[config.mk]
export PLATFORM = sky130hd
export DESIGN_NAME = cpu_ex_div_ctl
export DESIGN_NICKNAME = d
export VERILOG_FILES = /design/src/rtl/cpu_ex_div_ctl.sv
export SDC_FILE = /design/constraint.sdc
export NUM_CORES = 1
export LEC_CHECK = 0
export CAP_MARGIN = 20
export CELL_PAD_IN_SITES_DETAIL_PLACEMENT = 2
export CELL_PAD_IN_SITES_GLOBAL_PLACEMENT = 2
export CORE_ASPECT_RATIO = 0.5
export CORE_MARGIN = 8
export CORE_UTILIZATION = 25
export DETAILED_ROUTE_END_ITERATION = 8
export PLACE_DENSITY = 0.65
export SKIP_CTS_REPAIR_TIMING = 1
export SLEW_MARGIN = 5
export SYNTH_ARGS = -nofsm -noshare
export SYNTH_HDL_FRONTEND = slang
export SYNTH_SLANG_ARGS = --single-unit
[constraint.sdc]
create_clock -name clk_i -period 6.6 [get_ports clk_i]
set_input_delay 1.32 -clock clk_i [delete_from_list [all_inputs] [get_ports clk_i]]
set_output_delay 1.32 -clock clk_i [all_outputs]
set_load 0.01 [all_outputs]
[src/rtl/cpu_ex_div_ctl.sv]
// Multi-cycle RV32M divide sequencer for the EX stage: radix-2 restoring divider
// with zero-divisor / signed-overflow shortcuts and sign fixup on completion.
module cpu_ex_div_ctl #(
  parameter int XLEN = 32
) (
  input  logic            clk_i,
  input  logic            reset_n_i,
  input  logic            start_i,
  input  logic [1:0]      op_i,
  input  logic [XLEN-1:0] dividend_i,
  input  logic [XLEN-1:0] divisor_i,
  input  logic            flush_i,
  output logic            stall_async_o,
  output logic            busy_o,
  output logic            done_o,
  output logic [XLEN-1:0] result_o
);

  localparam int CW = $clog2(XLEN);

  typedef enum logic [1:0] {
    IDLE = 2'd0,
    RUN  = 2'd1,
    DONE = 2'd2
  } state_t;

  state_t          r_state, w_stateNext;
  logic [CW-1:0]   r_cnt, w_cntNext;
  logic [1:0]      r_op, w_opNext;
  logic            r_negQ, w_negQNext;
  logic            r_negR, w_negRNext;
  logic [XLEN-1:0] r_rem, w_remNext;
  logic [XLEN-1:0] r_quo, w_quoNext;
  logic [XLEN-1:0] r_dvsr, w_dvsrNext;
  logic [XLEN-1:0] r_result, w_resultNext;

  logic            w_signedOp, w_aNeg, w_bNeg, w_isOvf, w_ge;
  logic [XLEN-1:0] w_aAbs, w_bAbs, w_quoStep, w_remStep, w_fixed;
  logic [XLEN:0]   w_remSh, w_sub;

  assign w_signedOp = ~op_i[0];
  assign w_aNeg     = w_signedOp & dividend_i[XLEN-1];
  assign w_bNeg     = w_signedOp & divisor_i[XLEN-1];
  assign w_aAbs     = w_aNeg ? (~dividend_i + 1'b1) : dividend_i;
  assign w_bAbs     = w_bNeg ? (~divisor_i + 1'b1) : divisor_i;
  assign w_isOvf    = w_signedOp && (dividend_i == {1'b1, {(XLEN-1){1'b0}}})
                      && (divisor_i == {XLEN{1'b1}});

  // One restoring step: shift {rem,quo} left, trial-subtract the divisor on XLEN+1 bits.
  assign w_remSh   = {r_rem, r_quo[XLEN-1]};
  assign w_sub     = w_remSh - {1'b0, r_dvsr};
  assign w_ge      = (w_remSh >= {1'b0, r_dvsr});
  assign w_quoStep = {r_quo[XLEN-2:0], w_ge};
  assign w_remStep = w_ge ? w_sub[XLEN-1:0] : w_remSh[XLEN-1:0];

  always_comb begin
    w_fixed = w_quoStep;
    if (r_op[1]) begin
      w_fixed = r_negR ? (~w_remStep + 1'b1) : w_remStep;
    end else begin
      w_fixed = r_negQ ? (~w_quoStep + 1'b1) : w_quoStep;
    end
  end

  always_comb begin
    w_stateNext  = r_state;
    w_cntNext    = r_cnt;
    w_opNext     = r_op;
    w_negQNext   = r_negQ;
    w_negRNext   = r_negR;
    w_remNext    = r_rem;
    w_quoNext    = r_quo;
    w_dvsrNext   = r_dvsr;
    w_resultNext = r_result;
    case (r_state)
      IDLE: begin
        if (!flush_i && start_i) begin
          w_opNext   = op_i;
          w_negQNext = w_aNeg ^ w_bNeg;
          w_negRNext = w_aNeg;
          w_dvsrNext = w_bAbs;
          if (divisor_i == '0) begin
            w_resultNext = op_i[1] ? dividend_i : {XLEN{1'b1}};
            w_stateNext  = DONE;
          end else if (w_isOvf) begin
            w_resultNext = op_i[1] ? '0 : dividend_i;
            w_stateNext  = DONE;
          end else begin
            w_remNext   = '0;
            w_quoNext   = w_aAbs;
            w_cntNext   = CW'(XLEN - 1);
            w_stateNext = RUN;
          end
        end
      end
      RUN: begin
        if (flush_i) begin
          w_stateNext = IDLE;
        end else begin
          w_remNext = w_remStep;
          w_quoNext = w_quoStep;
          if (r_cnt == '0) begin
            w_resultNext = w_fixed;
            w_stateNext  = DONE;
          end else begin
            w_cntNext = r_cnt - CW'(1);
          end
        end
      end
      // The start_i still high here belongs to the instruction now leaving EX.
      DONE: w_stateNext = IDLE;
      default: w_stateNext = IDLE;
    endcase
  end

  always_ff @(posedge clk_i or negedge reset_n_i) begin
    if (!reset_n_i) begin
      r_state  <= IDLE;
      r_cnt    <= '0;
      r_op     <= '0;
      r_negQ   <= 1'b0;
      r_negR   <= 1'b0;
      r_rem    <= '0;
      r_quo    <= '0;
      r_dvsr   <= '0;
      r_result <= '0;
    end else begin
      r_state  <= w_stateNext;
      r_cnt    <= w_cntNext;
      r_op     <= w_opNext;
      r_negQ   <= w_negQNext;
      r_negR   <= w_negRNext;
      r_rem    <= w_remNext;
      r_quo    <= w_quoNext;
      r_dvsr   <= w_dvsrNext;
      r_result <= w_resultNext;
    end
  end

  assign stall_async_o = ((r_state == IDLE) && start_i && !flush_i) || (r_state == RUN);
  assign busy_o        = (r_state == RUN);
  assign done_o        = (r_state == DONE);
  assign result_o      = r_result;

endmodule

==> metrics <==
top flip-flop cell by instance count after synthesis sky130_fd_sc_hd__dfrtp_1; part of the power in registers 20.6%; Detailed Routing Iterations Pass 1 5; outcome finished, final reports clean; CTS tree done; number of cell rows 56; DIE HEIGHT 169.3 µm; count of input and output buffers 104; number of enable flip-flop cells after synthesis 0; largest clock skew in the final design 0.01588 ns; Max stage delay cell, worst path sky130_fd_sc_hd__a2111oi_1; maximum root-to-sink buffer count 2; clk sink count 138; Reg clk slew, reported paths 0.07 ns; detailed placement HPWL 39360 µm; CP arrival 6.12 ns; chain of cells forming the critical path ha_1, a21oi_1, o21ai_1, a211oi_1, o211ai_1, or2_2, o21ai_0, ha_1, nand2_1, a2111oi_1, nor2b_1, and4_1, o22ai_1, or4_1, o21ai_1, xor2_1, a41oi_1; NetSw 3159 µW; area share of the largest cell type after synthesis 29.41%; unrepaired setup endpoints after global routing no; total length of routed wires 50720 µm; critical path endpoint category flop; first-pass GRT wire length 78610 µm; cell accounting for the most synthesized area sky130_fd_sc_hd__dfrtp_1; switching fraction of total power 52.10%; type of the worst setup path flop to flop; number of nets at the end of the flow 1707; Worst path max stage delay 0.61 ns; number of levels in the clock H-tree 4; Via Count 11960; worst voltage drop across the vdd grid 0.0002524 V; clock tree root buffer cell sky130_fd_sc_hd__clkbuf_16; GR Util All Layers 18.38%; endpoint required time on the critical path 6.90 ns; Worst slew margin 34.00%; total count of max-transition violations in the final report 0; Worst Path Max Fanout 6; # DRC 0; post-route clock period utilization 88.20%; initial cell density of the core 25.20%; transition at the pin with the smallest max-transition slack 0.9863 ns; Syn Area/Cell 7.635 µm²; fraction of power consumed by combinational cells 62.9%; Post-synth ARST share 100.0%; final hold vios 0; Period minus WS final 5.821 ns; remaining global-route overflow 0; Post-synth top cells 213 x sky130_fd_sc_hd__nand2_1, 177 x sky130_fd_sc_hd__o21ai_0, 138 x sky130_fd_sc_hd__dfrtp_1; post-synthesis cell count 1538; critical path's top delay family compound AO/OA/AOI/OAI gates; Yosys Warn Count 0; netlist area before placement 11740 µm²; floorplan core area 46590 µm²; Buf+Inv Stages, Crit Path 0; DR iter-0 viols 600; worst min-delay path category flop to flop; die boundary width 322.5 µm; Clock Power Share 16.6%; internal power of the cells 2904 µW; clock latency reported for the late side of the worst-skew pair 0.45 ns; pin count of the biggest net entering global routing 92; cell with the most instances after synthesis sky130_fd_sc_hd__nand2_1; placer's final routability congestion estimate 0.8390; final std cells w/o fill 2248; Leak 0.005497 µW; summed negative setup slack over all endpoints 0 ns; count of antenna diodes in the layout 0; layout cells sized above 1 5.839%; number of register bits inferred by synthesis 138; area of the die 54580 µm²; Routed WL per cell 22.56 µm; Netlist cell types 82; cell types with the largest area share after synthesis sky130_fd_sc_hd__dfrtp_1 29%, sky130_fd_sc_hd__o21ai_0 7.5%, sky130_fd_sc_hd__nand2_1 6.8%; number of endpoints failing setup at the final stage 0; placed cell count 2215; maximum frequency from static timing analysis 171.8 MHz; Power per Cell Area 432.8 nW/µm²; portion of the post-synthesis area used by sequential elements 29.41%; critical path startpoint category flop; Via density 5.319; Routed Antenna Nets 0; number of antenna violations at the first check in global routing 0; number of maximum-capacitance violations 0; area added between synthesis and finish 19.29%; number of CTS-inserted buffers 17; IO Pins 105; vias in the first global route 12950; number of nets produced by synthesis 1648
## routing by layer
metal | routed length, µm | vias up | global-route usage (%)
li1 | - | 5679 | -
met2 | 22810 | 168 | 29.51
met5 | 0 | - | 0
met1 | 25640 | 6070 | 26.12
met4 | 686 | 0 | 3.854
met3 | 1586 | 40 | 2.618
## placed cells by master, fill, tap and decap left out, types with 39 or more instances in the layout
cell type,instances
sky130_fd_sc_hd__nand2_1,213
sky130_fd_sc_hd__a21oi_1,127
sky130_fd_sc_hd__xor2_1,57
sky130_fd_sc_hd__inv_1,52
sky130_fd_sc_hd__nor2_1,123
sky130_fd_sc_hd__ha_1,39
sky130_fd_sc_hd__xnor2_1,71
sky130_fd_sc_hd__o21ai_0,177
sky130_fd_sc_hd__dfrtp_1,138
sky130_fd_sc_hd__clkdlybuf4s50_1,103
## final cells by class
type | count | area [µm²]
Fill cell | 5352 | 32590
Multi-Input combinational cell | 1258 | 7731
Sequential cell | 138 | 3453
Timing Repair Buffer | 127 | 1222
Tap cell | 638 | 798.3
Clock buffer | 19 | 452.9
Inverter | 55 | 206.4
Clock inverter | 13 | 142.6
## worst min-delay path, stage by stage, from the launching register on
cell                      delay (ns)
sky130_fd_sc_hd__dfrtp_1        0.34
sky130_fd_sc_hd__nand2_1        0.05
sky130_fd_sc_hd__o21ai_0        0.06
## worst paths after layout
path | to | start | cells after the start | slack [ns]
worst max-delay path | result_o[24] | r_rem[17] | 17 | 0.78
min in group asynchronous | r_quo[4] | reset_n_i | 1 | 0.77
max in group asynchronous | r_dvsr[21] | reset_n_i | 2 | 4.71
worst min-delay path | r_dvsr[6] | r_dvsr[6] | 2 | 0.49
worst min register to register | r_dvsr[6] | r_dvsr[6] | 2 | 0.49
worst max register to register | result_o[24] | r_rem[17] | 17 | 0.78
## sequential cells by signal (all words and copies together) (netlist names)
register  flops
r_quo        32
r_negR        1
r_dvsr       32
r_op          1
r_negQ        1
r_cnt         5
r_rem        32
result_o     32
r_state       2
## kinds of logic after synthesis
| family | share of synthesized area, % |
|---|---|
| and+or+nand+nor | 22.29 |
| xor gates and xnor gates | 9.547 |
| AOI/OAI and AO/OA | 27.38 |
| adders and majority gates | 4.326 |
| muxes | 2.120 |
| DFF | 29.41 |
| buffers and inverters | 4.923 |
## metrics by stage
| stage | utilization [%] | setup WS [ns] | cell area (µm²) | power, µW | hold WS, ns |
|---|---|---|---|---|---|
| after floorplan | - | 1.448 | 11740 | 3784 | 0.4498 |
| after global placement | 28.76 | 0.9744 | 13400 | 4864 | 0.4648 |
| after detailed placement | 28.77 | 0.8942 | 13410 | 5006 | 0.4809 |
| after CTS | 30.05 | 0.8269 | 14000 | 6061 | 0.4964 |
| after global routing | 30.06 | 0.3771 | 14010 | 6496 | 0.5362 |
| final | 30.06 | 0.7789 | 14010 | 6063 | 0.4908 |
## power by group through the flow
| stage | combinational, µW | sequential (µW) | clock, µW |
|---|---|---|---|
| global placement | 3630 | 1240 | 0 |
| CTS | 3790 | 1240 | 1030 |
| global route | 4160 | 1270 | 1060 |
| floorplan | 2630 | 1150 | 0 |
| detailed placement | 3750 | 1250 | 0 |
| finish | 3810 | 1250 | 1000 |
No activity file was read; power rests on OpenSTA's default activity.
